### config.mk
export PLATFORM = sky130hd
export DESIGN_NAME = wide_add_sequencer
export DESIGN_NICKNAME = d
export VERILOG_FILES = /design/src/rtl/wide_add_sequencer.sv
export SDC_FILE = /design/constraint.sdc
export NUM_CORES = 1
export LEC_CHECK = 0
export BUFFER_PORTS_ARGS = -buffer_cell sky130_fd_sc_hd__buf_2
export CORE_MARGIN = 5
export CORE_UTILIZATION = 47
export CTS_CLUSTER_DIAMETER = 80
export DETAILED_ROUTE_END_ITERATION = 12
export GPL_ROUTABILITY_DRIVEN = 0
export GPL_TIMING_DRIVEN = 0
export PLACE_DENSITY_LB_ADDON = 0.2
export SLEW_MARGIN = 15
export SYNTH_ARGS = -nofsm -noshare
export SYNTH_HDL_FRONTEND = slang
export SYNTH_SLANG_ARGS = --single-unit
### constraint.sdc
create_clock -name clk -period 1.7 [get_ports clk]
set_input_delay 0.34 -clock clk [delete_from_list [all_inputs] [get_ports clk]]
set_output_delay 0.34 -clock clk [all_outputs]
set_load 0.05 [all_outputs]
### src/rtl/wide_add_sequencer.sv
// Multi-cycle W-bit add/subtract that streams one N-bit word per cycle through
// a shared external combinational adder, producing a registered sum and NZCV flags.

module wide_add_sequencer_word #(
  parameter int N = 8
) (
  input  logic         clk,
  input  logic         rst_n,
  input  logic         i_we,
  input  logic [N-1:0] i_d,
  output logic [N-1:0] o_q
);
  always_ff @(posedge clk or negedge rst_n) begin
    if (!rst_n)    o_q <= '0;
    else if (i_we) o_q <= i_d;
  end
endmodule

module wide_add_sequencer #(
  parameter  int N     = 8,
  parameter  int WORDS = 4,
  localparam int W     = N * WORDS,
  localparam int KW    = (WORDS > 1) ? $clog2(WORDS) : 1
) (
  input  logic         clk,
  input  logic         rst_n,
  input  logic         start_i,
  input  logic         sub_i,
  input  logic [W-1:0] a_i,
  input  logic [W-1:0] b_i,
  output logic         busy_o,
  output logic         done_o,
  output logic [W-1:0] sum_o,
  output logic [3:0]   flags_o,
  output logic [N-1:0] add_a_o,
  output logic [N-1:0] add_b_o,
  output logic         add_cin_o,
  input  logic [N-1:0] add_sum_i,
  input  logic         add_cout_i
);
  typedef enum logic [1:0] {S_IDLE, S_RUN, S_DONE} state_t;

  state_t                   r_state, w_next;
  logic [WORDS-1:0][N-1:0]  r_a, r_b;
  logic                     r_sub;
  logic [KW-1:0]            r_k;
  logic                     r_carry;
  logic                     r_zacc;
  logic [3:0]               r_flags;

  logic                     w_run, w_last, w_bmsb;
  logic [WORDS-1:0]         w_sum_we;
  logic [WORDS-1:0][N-1:0]  w_sum_q;

  assign w_run  = (r_state == S_RUN);
  assign w_last = (r_k == KW'(WORDS - 1));
  // Sign bit of the operand actually fed to the adder (after subtract inversion).
  assign w_bmsb = r_b[WORDS-1][N-1] ^ r_sub;

  always_ff @(posedge clk or negedge rst_n) begin
    if (!rst_n) r_state <= S_IDLE;
    else        r_state <= w_next;
  end

  always_comb begin
    w_next    = r_state;
    busy_o    = 1'b0;
    done_o    = 1'b0;
    add_a_o   = '0;
    add_b_o   = '0;
    add_cin_o = 1'b0;
    case (r_state)
      S_IDLE: if (start_i) w_next = S_RUN;
      S_RUN: begin
        busy_o    = 1'b1;
        add_a_o   = r_a[r_k];
        add_b_o   = r_b[r_k] ^ {N{r_sub}};
        add_cin_o = r_carry;
        if (w_last) w_next = S_DONE;
      end
      S_DONE: begin
        done_o = 1'b1;
        w_next = S_IDLE;
      end
      default: w_next = S_IDLE;
    endcase
  end

  always_ff @(posedge clk or negedge rst_n) begin
    if (!rst_n) begin
      r_a     <= '0;
      r_b     <= '0;
      r_sub   <= 1'b0;
      r_k     <= '0;
      r_carry <= 1'b0;
      r_zacc  <= 1'b0;
      r_flags <= 4'b0000;
    end else if (r_state == S_IDLE && start_i) begin
      r_a     <= a_i;
      r_b     <= b_i;
      r_sub   <= sub_i;
      r_k     <= '0;
      r_carry <= sub_i;
      r_zacc  <= 1'b1;
    end else if (w_run) begin
      r_carry <= add_cout_i;
      r_zacc  <= r_zacc & (add_sum_i == '0);
      // k parks on the last word rather than wrapping; the next start reloads it.
      if (!w_last) r_k <= r_k + KW'(1);
      else r_flags <= {add_sum_i[N-1],
                       r_zacc & (add_sum_i == '0),
                       add_cout_i,
                       (r_a[WORDS-1][N-1] == w_bmsb) && (add_sum_i[N-1] != r_a[WORDS-1][N-1])};
    end
  end

  for (genvar g = 0; g < WORDS; g++) begin : g_word
    assign w_sum_we[g] = w_run && (r_k == KW'(g));
    wide_add_sequencer_word #(.N(N)) u_word (
      .clk   (clk),
      .rst_n (rst_n),
      .i_we  (w_sum_we[g]),
      .i_d   (add_sum_i),
      .o_q   (w_sum_q[g])
    );
  end

  assign sum_o   = w_sum_q;
  assign flags_o = r_flags;
endmodule

==> results by stage, run 1 <==
Run status:
- The flow ran to the end, but the final reports show violations.
- The checks that failed: negative setup slack.

GRT:
- The largest net degree at the start of global routing is 64.
- The global routing met3 resource utilization is 5.36%.
- The number of global-route vias before repair is 3,391.
- The busiest layer in global routing is met2.
- The number of antenna violations at the first check in global routing came to 0.
- The first-pass GRT wire length is 17,900 µm.
- Global routing used between 20% and 30% of the available met1 tracks.
- After global routing the overflow that remains totals 0.
- The global routing usage on met2 is 30.8%.
- The overall fraction of global-route tracks in use is around 18%.

Final layout:
- Summing all non-filler instances in the final layout gives an area of 0.00647 mm².
- The library cell used most frequently in the layout, excluding fill and tap cells, is sky130_fd_sc_hd__buf_2.
- The top cell types in the final layout, fill and taps aside, are sky130_fd_sc_hd__buf_2, sky130_fd_sc_hd__dfrtp_1, sky130_fd_sc_hd__mux2_2, sky130_fd_sc_hd__mux2_1, sky130_fd_sc_hd__buf_6.
- The area growth from synthesis to final layout is 36.6%.
- The final layout net count is 533.
- The final cell count without fillers is 590.
- 0 antenna diodes ended up in the layout.
- The fraction of final layout cells with drive strength greater than 1 is 62.8%.

Yosys:
- In the synthesized netlist the dominant register cell turns out to be sky130_fd_sc_hd__dfrtp_1.
- Summing every instance area after synthesis gives 0.00474 mm².
- In the post-synthesis netlist, the biggest area contributors are sky130_fd_sc_hd__dfrtp_1, sky130_fd_sc_hd__mux2_2, sky130_fd_sc_hd__mux2_1.
- The share of flip-flops with an asynchronous set or reset is 100%.
- The synthesized design contains 107 register bits.
- The net count after synthesis is 376.
- The top cell type's share of synthesized area is 56.5%.
- The number of enable-type register cells in the synthesized netlist is 0.
- The synthesized instance count is 295.
- The top cell type by total area after synthesis is sky130_fd_sc_hd__dfrtp_1.
- The sequential area share after synthesis is 56.5%.
- The mean instance size in the synthesized netlist is 16.1 µm².
- The Yosys warning count is 0.
- Synthesis instantiated 32 different standard cells from the library.

Setup path:
- Data arrives at the worst endpoint at between 1.5 and 2 ns.
- Data on the critical path is required at its endpoint by approximately 1.4 ns.
- The signal on the critical path passes through buf_12 > buf_12 > mux4_2 > mux2i_4 > buf_6.
- The category of the worst setup path launch point is a register.
- The worst-path cell with the longest stage delay is sky130_fd_sc_hd__mux4_2.
- The worst setup path is captured at an output pin.
- On the worst path, the slowest cell contributes a delay of 0.54 ns.
- The cell repeated most along the worst path is sky130_fd_sc_hd__buf_12.
- Along the worst path, the maximum fanout reaches 4.
- The type of the worst setup path is register to output pin.

Run:
- Max-cap violations in this run came to 0.

Clock tree:
- The clock sink count is 107.
- TritonCTS built the clock tree.
- The cell sitting at the root of the clock tree is a sky130_fd_sc_hd__clkbuf_8.
- CTS built an H-tree with a depth of 3.
- Counting the buffers created by CTS gives 9.
- The clock passes through at most 2 buffers.
- The clock latency on the worst-skew pair is roughly 0.37 ns.
- The clock transition at the register clock pins on the worst setup and hold paths after CTS is about 0.10 ns.

STA:
- After layout, the minimum clock period comes to about 2.3 ns.
- After layout, the worst setup slack is -0.579 ns.
- Setup violations remaining at the end of the flow were counted as 18.
- The headroom to the max-slew limit is 70.6%.
- The max-slew violation total from the final report came to 0.
- The share of the clock period used by the worst path is 134%.
- Setup repair after global routing could not meet its margin everywhere.
- On the final layout, the worst clock skew is 0.0104 ns.
- The actual slew at the worst max-slew pin is 0.441 ns.
- The total negative slack for setup checks is -8.28 ns.
- The number of hold violations in the final report came to 0.
- The maximum operating frequency is between 400 and 500 MHz.

Detailed routing:
- Dividing the detail-routed wire length by the instance count gives 18.5 µm.
- The number of design rule violations left after detail routing is 0.
- The vias after detailed routing is 3,034.
- For this block, the routed nets add up to 10,900 µm of wire.
- The post-detailed-route count of antenna-violating nets is 0.
- The first-pass detailed-route iteration total is 4.
- In the routed layout, each cell is associated on average with a via count of approximately 5.1.
- The count of routing violations after the opening detailed-route iteration is around 110.

Die:
- The placement row count is 36.
- The horizontal extent of the die is 110 µm.
- The die span in y is 110 µm.
- The standard cell core area is between 0.009 and 0.01 mm².
- The initial utilization of the core area, before any placement, comes to 48.3%.
- The area enclosed by the die boundary is roughly 0.012 mm².
- The number of primary I/O pins is 132.

Placement:
- The number of placed instances, taps included, is 560.
- Once detailed placement completed, the half-perimeter wirelength came to 7490 µm.
- The count of buffers added on input and output ports is approximately 130.
- The total placed instance area is 0.00573 mm².

Min path:
- The worst hold-check path type is input port to register.
[area by class of cell]
cell class / count / area [µm²]
repair buffers: 149 / 1040
multi-input cells: 169 / 2130
plain buffers: 13 / 185
clock buffers: 10 / 138
clock inverters: 6 / 113
well taps: 133 / 166
inverters: 3 / 18.8
flip-flops and latches: 107 / 2680
fillers: 761 / 3350
[worst max-delay path: cells and delay by family, from the launching register on]
| family | cells | cell delay (ns) |
|---|---|---|
| multiplexers | 2 | 0.75 |
| flip-flops | 1 | 0.42 |
| buffers and inverters | 3 | 0.39 |
[synth_stat cells (2+ instances only)]
cell type	instances
sky130_fd_sc_hd__ha_1	4
sky130_fd_sc_hd__a22o_1	3
sky130_fd_sc_hd__nand2_1	3
sky130_fd_sc_hd__mux2i_1	9
sky130_fd_sc_hd__nand2b_1	3
sky130_fd_sc_hd__mux2_1	39
sky130_fd_sc_hd__dfrtp_1	107
sky130_fd_sc_hd__nand3b_1	2
sky130_fd_sc_hd__nand2_4	3
sky130_fd_sc_hd__mux4_2	16
sky130_fd_sc_hd__mux2_2	60
sky130_fd_sc_hd__buf_4	2
sky130_fd_sc_hd__o21ai_0	2
sky130_fd_sc_hd__buf_2	6
sky130_fd_sc_hd__and2_1	9
sky130_fd_sc_hd__buf_6	6
sky130_fd_sc_hd__inv_1	2
sky130_fd_sc_hd__a21oi_1	2
sky130_fd_sc_hd__nor2b_1	4
[registers in the layout (all words and copies together), names as in the netlist]
| name | cells |
|---|---|
| g_word.u_word.o_q | 32 |
| r_k | 2 |
| r_a | 32 |
| r_state | 2 |
| r_sub | 1 |
| r_zacc | 1 |
| r_carry | 1 |
| flags_o | 4 |
| r_b | 32 |
[routing by layer]
metal | part of all wire [%] | routed length [µm] | vias to the layer above
met5 | 0 | 0 | -
met4 | 0.97 | 106 | 0
met3 | 5.9 | 645 | 10
met2 | 51 | 5510 | 87
met1 | 43 | 4640 | 1559
li1 | - | - | 1378
[timing repair]
item	4_1_cts	5_1_grt
buffers inserted	11	8
hold buffers	1	0
pin swaps	11	3
endpoints found under the setup margin	43	96
resized for setup	96	11
endpoints found under the hold margin	44	0
cloned	3	0
[worst paths after layout]
path / cells past startpoint / endpoint / start / slack [ns]
max: 5 / add_b_o[2] / r_k[0]$_DFFE_PN0P_ / -0.58
min: 2 / r_b[28]$_DFFE_PN0P_ / b_i[28] / 0.18
max reg2reg: 4 / r_b[1]$_DFFE_PN0P_ / r_state[0]$_DFFE_PN0P_ / 0.08
min reg2reg: 1 / r_b[19]$_DFFE_PN0P_ / r_b[19]$_DFFE_PN0P_ / 0.49
max in group asynchronous: 3 / r_k[0]$_DFFE_PN0P_ / rst_n / 0.58
min in group asynchronous: 2 / r_a[3]$_DFFE_PN0P_ / rst_n / 0.47
[logic make-up after synthesis]
| logic type | after synthesis | share of synthesized area, % |
|---|---|---|
| flip-flops | 107 | 56.5 |
| multiplexers | 125 | 33.3 |
| AND/OR/NAND/NOR | 30 | 4.57 |
| AO/OA/AOI/OAI | 9 | 1.35 |
| adder cells (fa/ha/maj) | 4 | 1.06 |
| buffers and inverters | 19 | 3.01 |
| XOR/XNOR | 1 | 0.185 |
[metrics by stage]
stage          setup slack, ns  hold WS [ns]  utilization, %
3_5_place_dp            -0.356         0.297            58.3
4_1_cts                 -0.612         0.162            66.3
2_1_floorplan           -0.125        0.0444               -
3_3_place_gp            -0.907         0.461            58.0
6_report                -0.579         0.180            65.9
5_1_grt                 -0.641         0.163            65.9
Power of run 1 is not shown: default switching activity piles up to over one toggle a cycle in this logic, so the estimate is an artifact.
==> run 2: changes to the inputs <==
ABC_AREA = 1   (was not set)
PLACE_DENSITY = 0.76   (was not set)
PLACE_DENSITY_LB_ADDON = not set   (was 0.2)
==> run 2 against run 1 <==
Against the previous run: the flow still finishes with violations (negative setup slack); cell count up 53%; core utilization up 1.0 points; fmax up 7.9%; via count up 51%; highest routed layer unchanged.
==> results by stage, run 2 <==
Run status:
- The run finished, with violations left.
- The checks that failed: negative setup slack.

GRT:
- The number of antenna violations at the first check in global routing is 0.
- The first global-routing pass estimated 22,200 µm of wire.
- The total overflow left after global routing is 0.
- The number of global-route vias before repair came to 4,619.
- Entering global routing, the biggest net connects between 60 and 70 pins.
- The overall fraction of global-route tracks in use is 21.9%.

Final layout:
- The number of fill cells is 799.
- The total area of sequential cells is approximately 0.0027 mm².
- In the layout the commonest cells are sky130_fd_sc_hd__nand2_1, sky130_fd_sc_hd__buf_2, sky130_fd_sc_hd__dfrtp_1, sky130_fd_sc_hd__nor2_1, sky130_fd_sc_hd__o21ai_0.
- The summed area of non-filler cells in the final layout is 0.00682 mm².
- The final layout contains about 850 nets.
- In the final layout, the multi-input gates occupy 0.00229 mm².
- The library cell used most frequently in the layout, excluding fill and tap cells, is sky130_fd_sc_hd__nand2_1.
- The fraction of final layout cells with drive strength greater than 1 is approximately 37%.
- The number of antenna diodes in the final layout is 0.
- The area growth from synthesis to final layout is 40.3%.
- The largest registers in the layout are g_word.u_word.o_q: 32 flops, r_a: 32 flops, r_b: 32 flops.

Detailed routing:
- The vias per cell is 5.08.
- The detailed-route wire length per cell is 15.5 µm.
- The number of design rule violations left after detail routing is 0.
- After detailed routing, the total wire length is 14,000 µm.
- The detailed router finished its first iteration with 301 violations.
- The first-pass detailed-route iteration total is 5.
- The post-detailed-route count of antenna-violating nets is 0.
- The vias after detailed routing is roughly 4,600.

STA:
- The number of hold violations in the final report is 0.
- For the pin with the worst max-slew slack, the measured transition is 0.415 ns.
- The shortest period the worst path allows is between 2 and 2.5 ns.
- Setup violations remaining at the end of the flow were counted as 18.
- The final critical path takes up 124% of the cycle.
- The headroom to the max-slew limit is 72.3%.
- Summed over all failing endpoints, the final setup total negative slack is -5.26 ns.
- Setup repair after global routing could not meet its margin everywhere.
- Clock skew on the completed layout was measured at 0.0107 ns.
- The max-slew violation total from the final report is 0.
- The worst setup margin is -0.412 ns.
- Derived from the worst setup path, the maximum achievable clock frequency is 473 MHz.

Setup path:
- The maximum single-stage delay on the critical path is between 0.3 and 0.4 ns.
- The kind of cell adding the most delay to the critical path is buffers and inverters.
- The critical path contains buffers and inverters numbering 4 combined.
- The maximum fanout along the worst path is 10.
- The setup path with the least slack is of type register to output pin.
- On the critical path, the stage with the largest delay is an instance of sky130_fd_sc_hd__dfrtp_1.
- The data required time at the worst endpoint is ~1.4 ns.
- STA classifies the critical path endpoint as an output pin.
- STA classifies the critical path startpoint as a register.
- The data arrival time at the worst-slack endpoint is 1.77 ns.
- The critical path goes through buf_6 > inv_8 > buf_8 > nand2_1 > nand3_2 > nand3_2 > nand2_2 > nor2_4 > buf_6.

Yosys:
- The number of enable-type register cells in the synthesized netlist is 0.
- By area the synthesized netlist is led by sky130_fd_sc_hd__dfrtp_1, sky130_fd_sc_hd__nand2_1, sky130_fd_sc_hd__o21ai_0.
- The netlist uses 25 different library cells.
- In this run the cell area of the synthesized design comes to 0.00486 mm².
- The synthesized design spends more area on one cell type than any other, namely sky130_fd_sc_hd__dfrtp_1.
- The sequential area share after synthesis is 55.1%.
- Yosys printed 0 warnings.
- Counting instances in the post-synthesis netlist gives the leading cell types as sky130_fd_sc_hd__nand2_1, sky130_fd_sc_hd__dfrtp_1, sky130_fd_sc_hd__nor2_1.
- A synthesized cell averages approximately 8 µm².
- The most common cell in the synthesized netlist is sky130_fd_sc_hd__nand2_1.
- In the synthesized netlist the dominant register cell turns out to be sky130_fd_sc_hd__dfrtp_1.
- The synthesized instance count is ~600.
- The share of flip-flops with an asynchronous set or reset is 100%.
- The number of nets in the synthesized netlist is ~680.
- The share of synthesized area in the top cell type comes to 55.1%.
- The number of register bits inferred by synthesis is 107.

Min path:
- The worst hold-check path type is input port to register.

Clock tree:
- The root buffer selected by CTS is sky130_fd_sc_hd__clkbuf_8.
- For the worst-skew pair, the clock arrives at the later sink with an insertion delay of 0.38 ns.
- The clock tree from TritonCTS is built.
- The clock passes through at most 2 buffers.
- TritonCTS created 9 clock buffers.
- The clock transition at the register clock pins on the worst setup and hold paths after CTS is about 0.1 ns.
- The clock drives 107 sinks.
- CTS built an H-tree with a depth of 3.

Placement:
- The post-detailed-placement half-perimeter wirelength is slightly above 9000 µm.
- The placed instances occupy a cell area of around 0.0059 mm².
- The worst slack at placement is -0.217 ns.
- Input and output buffers added on the ports amount to 131.

Die:
- The area enclosed by the die boundary is 0.0125 mm².
- The floorplan has 37 rows.
- The region available for standard cell placement spans about 0.01 mm².
- The die span in y is 112 µm.
- The initial utilization of the core area, before any placement, comes to a little under half.
- The number of primary I/O pins is between 100 and 150.
- In this run the horizontal extent of the chip is 112 µm.

Run:
- The tool flagged a number of max-cap violations equal to 0.
run 2: cell types whose count changed in the layout (fill, tap and decap cells not counted), sizes merged, moves of 9 or more:
cell and change:
a21oi +14, and2 -9, buf +12, clkbuf +11
inv +16, mux2 -100, mux2i -9, mux4 -16
nand2 +288, nand3 +30, nor2 +42, o21ai +50
run 2: path summary, 6_finish.rpt:
check	depth (start not counted)	endpoint	slack, ns	startpoint
max in group asynchronous	3	r_state[0]$_DFFE_PN0P_	0.58	rst_n
min in group asynchronous	2	g_word[0].u_word.o_q[0]$_DFFE_PN0P_	0.44	rst_n
setup / recovery	9	add_b_o[3]	-0.41	r_k[0]$_DFFE_PN0P_
setup reg to reg	7	g_word[2].u_word.o_q[6]$_DFFE_PN0P_	0.15	r_k[0]$_DFFE_PN0P_
hold / removal	3	r_a[12]$_DFFE_PN0P_	0.14	a_i[12]
hold reg to reg	2	flags_o[3]$_DFFE_PN0P_	0.48	flags_o[3]$_DFFE_PN0P_
run 2: cell type report:
class | count | area share (%)
repair buffers | 151 | 15.5
multi-input cells | 444 | 33.5
flip-flops and latches | 107 | 39.3
plain buffers | 32 | 4.48
clock buffers | 12 | 2.28
clock inverters | 4 | 1.06
inverters | 19 | 1.38
well taps | 136 | 2.50
run 2: worst min-delay path, stage by stage:
cell	delay, ns
sky130_fd_sc_hd__buf_2	0.07
sky130_fd_sc_hd__nand2_1	0.04
sky130_fd_sc_hd__nand2_1	0.04
run 2: logic make-up (layout without fill, tap and decap cells):
family	Yosys count	in the layout	synth area share (%)
fa+ha+maj	4	4	1.03
xor+xnor	2	2	0.361
flops	107	107	55.1
compound gates	69	69	7.78
buf+inv	52	218	5.74
simple gates	369	369	30.0
run 2: per-stage QoR:
step	hold WS (ns)	std cells	utilization, %
final	0.145	905	66.9
after global routing	0.152	905	66.9
after CTS	0.144	900	65.2
after detailed placement	0.275	871	57.6
after global placement	0.457	870	57.3
after floorplan	0.0444	603	-
run 2: what timing repair did:
item | 4_1_cts | 5_1_grt
endpoints found under the hold margin | 39 | 0
buffers inserted | 9 | 5
gates resized for setup | 125 | 34
endpoints found under the setup margin | 21 | 27
gates cloned | 3 | 1
hold buffers | 1 | 0
pin swaps | 9 | 11
run 2: routing by layer:
| layer | up-vias | GRT usage [%] | part of all wire [%] |
|---|---|---|---|
| li1 | 2208 | - | - |
| met4 | 0 | 8.19 | 2.5 |
| met3 | 32 | 4.46 | 6.8 |
| met5 | - | 0 | 0 |
| met1 | 2174 | 28.1 | 41 |
| met2 | 179 | 36.8 | 50 |
Power of run 2 is left out for the same reason.
